**config.mk**
```make
export PLATFORM = sky130hd
export DESIGN_NAME = alu_arbiter_flat
export DESIGN_NICKNAME = d
export VERILOG_FILES = /design/src/rtl/alu_arbiter_pkg.sv /design/src/rtl/alu_arbiter_if.sv /design/src/rtl/alu_arbiter_alu.sv /design/src/rtl/alu_arbiter.sv /design/src/flat_wrapper.sv
export SDC_FILE = /design/constraint.sdc
export NUM_CORES = 1
export LEC_CHECK = 0
export CELL_PAD_IN_SITES_DETAIL_PLACEMENT = 1
export CELL_PAD_IN_SITES_GLOBAL_PLACEMENT = 1
export CORE_ASPECT_RATIO = 0.8
export CORE_UTILIZATION = 31
export DETAILED_ROUTE_END_ITERATION = 7
export GPL_TIMING_DRIVEN = 0
export PLACE_DENSITY_LB_ADDON = 0.1
export SLEW_MARGIN = 20
export SYNTH_ARGS = -nofsm -noshare
export SYNTH_HDL_FRONTEND = slang
export SYNTH_SLANG_ARGS = --single-unit
```
**constraint.sdc**
```tcl
create_clock -name clk -period 29.6 [get_ports clk]
set_input_delay 4.44 -clock clk [delete_from_list [all_inputs] [get_ports clk]]
set_output_delay 4.44 -clock clk [all_outputs]
set_load 0.02 [all_outputs]
```
**src/rtl/alu_arbiter_pkg.sv**
```systemverilog
// Shared definitions for the two-port ALU arbiter: opcode values, FSM states
// and the round-robin grant rule.
package alu_arbiter_pkg;

  localparam logic [2:0] OC_ADD = 3'd0;
  localparam logic [2:0] OC_SUB = 3'd1;
  localparam logic [2:0] OC_MUL = 3'd2;
  localparam logic [2:0] OC_DIV = 3'd3;
  localparam logic [2:0] OC_NOT = 3'd4;
  localparam logic [2:0] OC_XOR = 3'd5;
  localparam logic [2:0] OC_OR  = 3'd6;
  localparam logic [2:0] OC_AND = 3'd7;

  typedef enum logic [1:0] {
    ST_IDLE = 2'd0,
    ST_EXEC = 2'd1,
    ST_RESP = 2'd2
  } state_t;

  // On a tie the port that did not win last time is chosen.
  function automatic logic pick_grant(input logic v0, input logic v1, input logic last);
    logic g;
    if (v0 && v1) begin
      g = ~last;
    end else if (v1) begin
      g = 1'b1;
    end else begin
      g = 1'b0;
    end
    return g;
  endfunction

endpackage

```
**src/rtl/alu_arbiter_if.sv**
```systemverilog
// Request/response channels of both ALU arbiter ports, grouped as one bundle.
interface alu_arbiter_if #(parameter int DATA_WIDTH = 16);

  logic                  req0_valid;
  logic                  req0_ready;
  logic [2:0]            req0_oc;
  logic [DATA_WIDTH-1:0] req0_a;
  logic [DATA_WIDTH-1:0] req0_b;
  logic                  req1_valid;
  logic                  req1_ready;
  logic [2:0]            req1_oc;
  logic [DATA_WIDTH-1:0] req1_a;
  logic [DATA_WIDTH-1:0] req1_b;

  logic                  rsp0_valid;
  logic                  rsp0_ready;
  logic [DATA_WIDTH-1:0] rsp0_data;
  logic                  rsp0_err;
  logic                  rsp1_valid;
  logic                  rsp1_ready;
  logic [DATA_WIDTH-1:0] rsp1_data;
  logic                  rsp1_err;

  modport master (
    output req0_valid, req0_oc, req0_a, req0_b,
    output req1_valid, req1_oc, req1_a, req1_b,
    output rsp0_ready, rsp1_ready,
    input  req0_ready, req1_ready,
    input  rsp0_valid, rsp0_data, rsp0_err,
    input  rsp1_valid, rsp1_data, rsp1_err
  );

  modport slave (
    input  req0_valid, req0_oc, req0_a, req0_b,
    input  req1_valid, req1_oc, req1_a, req1_b,
    input  rsp0_ready, rsp1_ready,
    output req0_ready, req1_ready,
    output rsp0_valid, rsp0_data, rsp0_err,
    output rsp1_valid, rsp1_data, rsp1_err
  );

endinterface

```
**src/rtl/alu_arbiter_alu.sv**
```systemverilog
// Combinational ALU shared by both arbiter ports; results wrap to DATA_WIDTH.
module alu_arbiter_alu
  import alu_arbiter_pkg::*;
#(
  parameter int DATA_WIDTH = 16
) (
  input  logic [2:0]            oc,
  input  logic [DATA_WIDTH-1:0] a,
  input  logic [DATA_WIDTH-1:0] b,
  output logic [DATA_WIDTH-1:0] y
);

  // Opcode decode; a zero divisor yields 0 here and is flagged by the caller
  always_comb begin
    y = {DATA_WIDTH{1'b0}};
    case (oc)
      OC_ADD: y = a + b;
      OC_SUB: y = a - b;
      OC_MUL: y = a * b;
      OC_DIV: begin
        if (b != {DATA_WIDTH{1'b0}}) begin
          y = a / b;
        end else begin
          y = {DATA_WIDTH{1'b0}};
        end
      end
      OC_NOT: y = ~a;
      OC_XOR: y = a ^ b;
      OC_OR:  y = a | b;
      OC_AND: y = a & b;
      default: y = {DATA_WIDTH{1'b0}};
    endcase
  end

endmodule

```
**src/rtl/alu_arbiter.sv**
```systemverilog
// Round-robin arbiter sharing one ALU between two requesters, one operation
// in flight; IDLE accepts, EXEC evaluates for one cycle, RESP waits for the owner.
module alu_arbiter
  import alu_arbiter_pkg::*;
#(
  parameter int DATA_WIDTH = 16
) (
  input  logic         clk,
  input  logic         rst,
  alu_arbiter_if.slave bus
);

  state_t                     state_r;
  state_t                     state_next_s;
  logic                       last_grant_r;
  logic                       owner_r;
  logic [2:0]                 oc_r;
  logic [DATA_WIDTH-1:0]      a_r;
  logic [DATA_WIDTH-1:0]      b_r;
  logic [1:0]                 rsp_valid_r;
  logic [1:0][DATA_WIDTH-1:0] rsp_data_r;
  logic [1:0]                 rsp_err_r;

  logic                  grant_s;
  logic                  accept_s;
  logic                  release_s;
  logic [1:0]            req_ready_s;
  logic [1:0]            rsp_ready_s;
  logic [2:0]            req_oc_s;
  logic [DATA_WIDTH-1:0] req_a_s;
  logic [DATA_WIDTH-1:0] req_b_s;
  logic [DATA_WIDTH-1:0] alu_y_s;
  logic [DATA_WIDTH-1:0] result_s;
  logic                  div_zero_s;

  alu_arbiter_alu #(.DATA_WIDTH(DATA_WIDTH)) u_alu (
    .oc (oc_r),
    .a  (a_r),
    .b  (b_r),
    .y  (alu_y_s)
  );

  // FSM state register
  always_ff @(posedge clk) begin
    if (rst) begin
      state_r <= ST_IDLE;
    end else begin
      state_r <= state_next_s;
    end
  end

  // Arbitration, request ready and next-state decode
  always_comb begin
    state_next_s = state_r;
    req_ready_s  = 2'b00;
    accept_s     = 1'b0;
    release_s    = 1'b0;
    rsp_ready_s  = {bus.rsp1_ready, bus.rsp0_ready};
    grant_s      = pick_grant(bus.req0_valid, bus.req1_valid, last_grant_r);
    case (state_r)
      ST_IDLE: begin
        if (bus.req0_valid || bus.req1_valid) begin
          req_ready_s  = grant_s ? 2'b10 : 2'b01;
          accept_s     = 1'b1;
          state_next_s = ST_EXEC;
        end else begin
          state_next_s = ST_IDLE;
        end
      end
      ST_EXEC: state_next_s = ST_RESP;
      ST_RESP: begin
        if (rsp_ready_s[owner_r]) begin
          release_s    = 1'b1;
          state_next_s = ST_IDLE;
        end else begin
          state_next_s = ST_RESP;
        end
      end
      default: state_next_s = ST_IDLE;
    endcase
  end

  // Payload of the granted port and the divide-by-zero override
  always_comb begin
    req_oc_s   = grant_s ? bus.req1_oc : bus.req0_oc;
    req_a_s    = grant_s ? bus.req1_a  : bus.req0_a;
    req_b_s    = grant_s ? bus.req1_b  : bus.req0_b;
    div_zero_s = (oc_r == OC_DIV) && (b_r == {DATA_WIDTH{1'b0}});
    if (div_zero_s) begin
      result_s = {DATA_WIDTH{1'b1}};
    end else begin
      result_s = alu_y_s;
    end
  end

  // Operand capture and per-port response registers
  always_ff @(posedge clk) begin
    if (rst) begin
      last_grant_r <= 1'b1;
      owner_r      <= 1'b0;
      oc_r         <= 3'd0;
      a_r          <= {DATA_WIDTH{1'b0}};
      b_r          <= {DATA_WIDTH{1'b0}};
      rsp_valid_r  <= 2'b00;
      rsp_data_r   <= {(2*DATA_WIDTH){1'b0}};
      rsp_err_r    <= 2'b00;
    end else begin
      if (accept_s) begin
        oc_r         <= req_oc_s;
        a_r          <= req_a_s;
        b_r          <= req_b_s;
        owner_r      <= grant_s;
        last_grant_r <= grant_s;
      end
      if (state_r == ST_EXEC) begin
        rsp_data_r[owner_r]  <= result_s;
        rsp_err_r[owner_r]   <= div_zero_s;
        rsp_valid_r[owner_r] <= 1'b1;
      end
      if (release_s) begin
        rsp_valid_r[owner_r] <= 1'b0;
      end
    end
  end

  assign bus.req0_ready = req_ready_s[0];
  assign bus.req1_ready = req_ready_s[1];
  assign bus.rsp0_valid = rsp_valid_r[0];
  assign bus.rsp1_valid = rsp_valid_r[1];
  assign bus.rsp0_data  = rsp_data_r[0];
  assign bus.rsp1_data  = rsp_data_r[1];
  assign bus.rsp0_err   = rsp_err_r[0];
  assign bus.rsp1_err   = rsp_err_r[1];

endmodule

```
**src/flat_wrapper.sv**
```systemverilog
// flat-port wrapper written by rule: the top's interface ports become plain ports
module alu_arbiter_flat import alu_arbiter_pkg::*;
#(
  parameter int DATA_WIDTH = 16
)
  (clk, rst, bus_req0_valid, bus_req0_oc, bus_req0_a, bus_req0_b, bus_req1_valid, bus_req1_oc, bus_req1_a, bus_req1_b, bus_rsp0_ready, bus_rsp1_ready, bus_req0_ready, bus_req1_ready, bus_rsp0_valid, bus_rsp0_data, bus_rsp0_err, bus_rsp1_valid, bus_rsp1_data, bus_rsp1_err);
  alu_arbiter_if #(.DATA_WIDTH(DATA_WIDTH)) bus_i ();
  input  logic clk;
  input  logic rst;
  input wire logic [$bits(bus_i.req0_valid)-1:0] bus_req0_valid;
  input wire logic [$bits(bus_i.req0_oc)-1:0] bus_req0_oc;
  input wire logic [$bits(bus_i.req0_a)-1:0] bus_req0_a;
  input wire logic [$bits(bus_i.req0_b)-1:0] bus_req0_b;
  input wire logic [$bits(bus_i.req1_valid)-1:0] bus_req1_valid;
  input wire logic [$bits(bus_i.req1_oc)-1:0] bus_req1_oc;
  input wire logic [$bits(bus_i.req1_a)-1:0] bus_req1_a;
  input wire logic [$bits(bus_i.req1_b)-1:0] bus_req1_b;
  input wire logic [$bits(bus_i.rsp0_ready)-1:0] bus_rsp0_ready;
  input wire logic [$bits(bus_i.rsp1_ready)-1:0] bus_rsp1_ready;
  output wire logic [$bits(bus_i.req0_ready)-1:0] bus_req0_ready;
  output wire logic [$bits(bus_i.req1_ready)-1:0] bus_req1_ready;
  output wire logic [$bits(bus_i.rsp0_valid)-1:0] bus_rsp0_valid;
  output wire logic [$bits(bus_i.rsp0_data)-1:0] bus_rsp0_data;
  output wire logic [$bits(bus_i.rsp0_err)-1:0] bus_rsp0_err;
  output wire logic [$bits(bus_i.rsp1_valid)-1:0] bus_rsp1_valid;
  output wire logic [$bits(bus_i.rsp1_data)-1:0] bus_rsp1_data;
  output wire logic [$bits(bus_i.rsp1_err)-1:0] bus_rsp1_err;
  assign bus_i.req0_valid = bus_req0_valid;
  assign bus_i.req0_oc = bus_req0_oc;
  assign bus_i.req0_a = bus_req0_a;
  assign bus_i.req0_b = bus_req0_b;
  assign bus_i.req1_valid = bus_req1_valid;
  assign bus_i.req1_oc = bus_req1_oc;
  assign bus_i.req1_a = bus_req1_a;
  assign bus_i.req1_b = bus_req1_b;
  assign bus_i.rsp0_ready = bus_rsp0_ready;
  assign bus_i.rsp1_ready = bus_rsp1_ready;
  assign bus_req0_ready = bus_i.req0_ready;
  assign bus_req1_ready = bus_i.req1_ready;
  assign bus_rsp0_valid = bus_i.rsp0_valid;
  assign bus_rsp0_data = bus_i.rsp0_data;
  assign bus_rsp0_err = bus_i.rsp0_err;
  assign bus_rsp1_valid = bus_i.rsp1_valid;
  assign bus_rsp1_data = bus_i.rsp1_data;
  assign bus_rsp1_err = bus_i.rsp1_err;
  alu_arbiter #(.DATA_WIDTH(DATA_WIDTH)) u_core (.clk(clk), .rst(rst), .bus(bus_i));
endmodule
```
* Word-level counts from Yosys, hierarchy flattened
Cells that the tools add are included.
** Operators by class
- Reductions and logical operators :: 8
- Bitwise operators :: 8
- Add/sub/neg operators :: 2
- Magnitude comparators :: 2
- $mul :: 1
- Equality and inequality tests :: 9
- Divide/modulo/power cells :: 1
- Muxes and demuxes :: 29
** Operators with widths (number)
- $pmux W16 S8 :: 1
- $mux W16 :: 5
- $bwmux W32 :: 1
- $add A16 B16 Y16 :: 1
- $and A16 B16 Y16 :: 1
- $demux W16 S1 :: 1
- $div A16 B16 Y16 :: 1
- $logic_not A16 Y1 :: 1
- $mul A16 B16 Y16 :: 1
- $not A16 Y16 :: 1
- $or A16 B16 Y16 :: 1
- $reduce_bool A16 Y1 :: 1
- $sub A16 B16 Y16 :: 1
- $xor A16 B16 Y16 :: 1
- $mux W2 :: 7
- $eq A3 B3 Y1 const B :: 4
- $mux W1 :: 10
- $eq A3 B2 Y1 const B :: 2
- $pmux W2 S3 :: 1
- $eq A3 B1 Y1 const B :: 1
- $logic_and A1 B1 Y1 :: 3
- $logic_not A3 Y1 :: 1
- $mux W3 :: 1
- $and A2 B2 Y2 :: 1
- 11 further kinds :: 11
** Word-level totals
- Output and inout bits :: 38
- Logic and storage cells :: 70
- Input port bits :: 76
- Register bits after elaboration :: 75

* Depth between registers and ports, before layout
- Depth in word-level cells :: 9
- Gate-level depth with buffers :: 124

* Hierarchy
Synthesis repeated with hierarchy kept, for this count alone.
** Second synthesis, totals
- Cell total of the unflattened synthesis :: 2008
- Area total of the unflattened synthesis :: 15701.3 um2
** Modules (own cells, without submodules)
- alu_arbiter_alu :: times used 1, area each 12690.9 um2, cells an instance 1714, sequential area each 0.0 um2
- alu_arbiter :: times used 1, area each 3010.4 um2, cells an instance 294, sequential area each 1501.4 um2

* Worst setup path after synthesis
Ideal clock, no wire load.
- Path type :: reg-to-reg
- Start :: register u_core.b_r[0]
- End :: register u_core.rsp_data_r (netlist bit u_core.bus.rsp0_data[0])
- Library setup time :: 131 ps
- Period minus slack after synthesis :: 26599 ps
- Stages on the path, launching flop included :: 114
- Buffers on the path :: 7
- Slack :: 3001 ps
- Arrival :: 26469 ps
- Cell sequence :: dfxtp_1 > clkbuf_1 > inv_1 > ha_1 > o211a_1 > a21oi_1 > a31oi_1 > ha_1 > o21a_1 > o211ai_1 > or4_1 > o21ai_0 > ha_1 > a21oi_1 > a21oi_1 > nand2_1 > mux2_2 > ha_1 > (+78 left out) > ha_1 > a21o_1 > a21oi_1 > a21oi_1 > o2111ai_1 > a311oi_1 > a41oi_1 > clkbuf_1 > mux2_2 > ha_1 > a21o_1 > a21o_1 > a21o_1 > a21o_1 > a21o_1 > o41a_1 > o41ai_1 > nor3_1
** On the way
- Word-level cells in the longest chain between the ends :: 5
** RTL lines
- from (decl) :: line alu_arbiter.sv:19 : logic [DATA_WIDTH-1:0] b_r;
- from (signal assigned) :: line alu_arbiter.sv:103 : b_r <= {DATA_WIDTH{1'b0}};
- from (signal assigned) :: line alu_arbiter.sv:111 : b_r <= req_b_s;
- $div A16 B16 Y16 / $reduce_bool A16 Y1 (equally long branches) :: line alu_arbiter_alu.sv:22, alu_arbiter_alu.sv:21
- $mux W16 :: line alu_arbiter_alu.sv:21 : if (b != {DATA_WIDTH{1'b0}}) begin
- $pmux W16 S8 :: line alu_arbiter_alu.sv:16 : case (oc)
- $mux W16 (*) :: line alu_arbiter.sv:89 : if (div_zero_s) begin
- $bwmux W32 (*) :: line alu_arbiter.sv:116 : rsp_data_r[owner_r] <= result_s;
- to (signal assigned) :: line alu_arbiter.sv:105 : rsp_data_r <= {(2*DATA_WIDTH){1'b0}};
- to (signal, indexed assignment) :: line alu_arbiter.sv:116
- to (decl) :: line alu_arbiter.sv:21 : logic [1:0][DATA_WIDTH-1:0] rsp_data_r;
Every way passes the cells marked *; elsewhere a longest branch is shown, timed or not.
A chain may end at the register's enable or synchronous reset.

* Final worst setup path
- Start :: register u_core.b_r[2]
- End :: register u_core.rsp_data_r (netlist bit u_core.bus.rsp0_data[0])
Same word-level chain as after synthesis.

==> metrics.md <==
| Metric | Value |
|---|---|
| Mapped Nets | `2476` |
| H-Tree Depth | `3` |
| Core region area | `51100 µm²` |
| DIE WIDTH | `~260 µm` |
| Required time worst endpoint | `29.84 ns` |
| CTS Buf Count | `9` |
| First-pass GRT wire length | `111 mm` |
| Tot GR Track Use | `28.1%` |
| EDFF count, synth | `0` |
| Fmax | `0.0353 GHz` |
| Worst path buffer plus inverter count | `10` |
| Worst path top cell family by delay | `compound AO/OA/AOI/OAI gates` |
| Final Hold Fails | `0` |
| IO Port Bufs | `112` |
| Slew at the pin with the worst max-slew slack | `1.34 ns` |
| Setup ws final | `roughly 1.3 ns` |
| Clock skew | `around 0.016 ns` |
| 1st-pass router iterations | `5` |
| Setup_tns | `0 ns` |
| Area Growth Syn to Fin | `18.8%` |
| Slew Limit Fails | `0` |
| I/O Pins | `114` |
| Fill count | `6258` |
| Routed len/inst | `25.4 µm` |
| Antenna violations before repair | `0` |
| Critical path arrival | `28.58 ns` |
| Critical Setup Path Class | `flop to flop` |
| Final Net Count | `2625` |
| Largest net degree at the start of global routing | `25` |
| Row cnt | `between 70 and 80` |
| Initial Utilization | `31.4%` |
| Ys Warns | `0` |
| Most frequent cells in the layout | `ha_1 (236), nor2_1 (227), nand2_1 (191), inv_1 (175), clkdlybuf4s50_1 (112)` |
| Cell mode on critical path | `ha_1` |
| Cell area after synthesis | `16100 µm²` |
| Clock transition at the registers of the reported paths | `approximately 0.070 ns` |
| Vias in the first global route | `17200` |
| Layout cells sized above 1 | `9.39%` |
| Clock latency at the later pin of the worst-skew pair | `around 0.38 ns` |
| Synth Instances | `2083` |
| TritonCTS clock tree | `done` |
| Mean Syn Cell Area | `around 7.7 µm²` |
| Fin crit period | `28.34 ns` |
| Hold Slack | `roughly 0.46 ns` |
| Max transition margin | `9.67%` |
| Via Count | `16800` |
| Violation count after the first detailed-routing iteration | `1133` |
| MaxCap Viol Count | `0` |
| Synth Flop Type | `dfxtp_1` |
| Yosys cell types | `between 90 and 100` |
| RD Place Congestion | `0.998` |
| DP HPWL | `slightly below 60 mm` |
| Count of final setup violators | `0` |
| Antenna Violating Nets Remaining | `0` |
| Root buffer cell | `clkbuf_16` |
| #FFs+latches synth | `between 70 and 80` |
| Run status | `completed` |
| FFs w/ async S/R, synth | `0%` |
| Gr ovfl total | `0` |
| Slowest CP cell | `clkbuf_1` |
| Worst Setup Start Kind | `flop` |
| Post-synthesis sequential area ratio | `a little under a tenth` |
| Placed cell count | `2881` |
| Vias/cell | `5.74` |
| Non-filler cells, final | `around 2900` |
| Die area | `52700 µm²` |
| Longest Clk Path Bufs | `2` |
| Most common cell after layout, fill and taps aside | `ha_1` |
| Pre-CTS WS | `-5.88 ns` |
| CTS sink cnt | `75` |
| DIE HEIGHT | `206 µm` |
| Number of remaining DRC errors | `0` |
| Worst setup EP type | `flop` |
| Max incr delay on CP | `roughly 0.65 ns` |
| Min-delay worst type | `flop to flop` |
| CP Max Fanout | `10` |
| Final worst path period share | `95.8%` |
| Total Wirelength | `74.4 mm` |
## per-layer routing
metal | up-vias | global-route usage [%] | routed length, µm
li1 | 7783 | - | -
met1 | 8430 | 40.5 | 36500
met2 | 467 | 44.3 | 32000
met3 | 78 | 3.60 | 4200
met4 | 0 | 6.42 | 1690
met5 | - | 0 | 0
## per-stage QoR
step	utilization [%]	area, µm²
5_1_grt	37.3	19100
3_5_place_dp	35.4	18100
3_3_place_gp	35.3	18000
6_report	37.3	19100
2_1_floorplan	-	16100
4_1_cts	36.6	18700
## repair_timing
action | in CTS | in global routing
pin swaps | 4 | 11
hold buffers | 0 | 0
resized for setup | 59 | 59
endpoints found under the hold margin | 0 | 0
setup endpoints to repair | 6 | 4
buffers inserted | 11 | 17
## cell usage after synthesis (all sizes together) (22+ instances only)
cell    number  area (µm²)
or3         22         138
inv        180         676
a31oi       40         263
nand3       35         175
o211ai      28         210
mux2i       35         350
a21oi      112         579
clkbuf      85         319
nor2       230         866
xor2        38         333
nand2      193         724
a211oi      66         495
o21a        44         330
a21o        50         377
fa          81        1620
dfxtp       75        1500
xnor2       92         806
o21ai       67         339
ha         236        2950
nor3        52         265
## cell type report
type | count | area [µm²] | area share [%]
multi-input cells | 1727 | 13900 | 73.1
flip-flops and latches | 75 | 1510 | 7.89
repair buffers | 142 | 1370 | 7.16
well taps | 684 | 856 | 4.49
inverters | 181 | 684 | 3.59
plain buffers | 96 | 430 | 2.26
clock buffers | 9 | 225 | 1.18
clock inverters | 7 | 65.1 | 0.341
diodes | 1 | 2.50 | 0.0131
## cell families after synthesis
kind of cell    after synthesis  synth area share (%)
flops                        75                  9.35
fa+ha+maj                   317                  28.5
compound gates              564                  24.9
buf+inv                     281                  6.83
mux                          63                  4.66
simple gates                653                  18.7
xor+xnor                    130                  7.09
## final timing paths
check                                start                       end  slack, ns  cells after the start
setup / recovery             u_core.b_r[2]   u_core.bus.rsp0_data[0]       1.26                    115
hold / removal    u_core.bus.rsp0_data[13]  u_core.bus.rsp0_data[13]       0.46                      2
setup reg to reg             u_core.b_r[2]   u_core.bus.rsp0_data[0]       1.26                    115
hold reg to reg   u_core.bus.rsp0_data[13]  u_core.bus.rsp0_data[13]       0.46                      2
## flip-flops by register name, indices dropped and copies added, names as in the netlist, named ones only
signal	cells
u_core.bus.rsp0_data	16
u_core.a_r	16
u_core.b_r	16
u_core.state_r	2
u_core.rsp_err_r	2
u_core.last_grant_r	1
u_core.owner_r	1
u_core.oc_r	3
u_core.bus.rsp1_data	16
## worst register-to-register path, delay by kind of cell (launching register included)
family          cells  cell delay [ns]
buf+inv            10             1.92
fa+ha+maj          15             4.58
mux                 2             0.76
compound gates     70            16.05
simple gates       18             4.45
flops               1             0.41
Power is not shown: default switching activity piles up to over one toggle a cycle in this logic, so the estimate is an artifact.
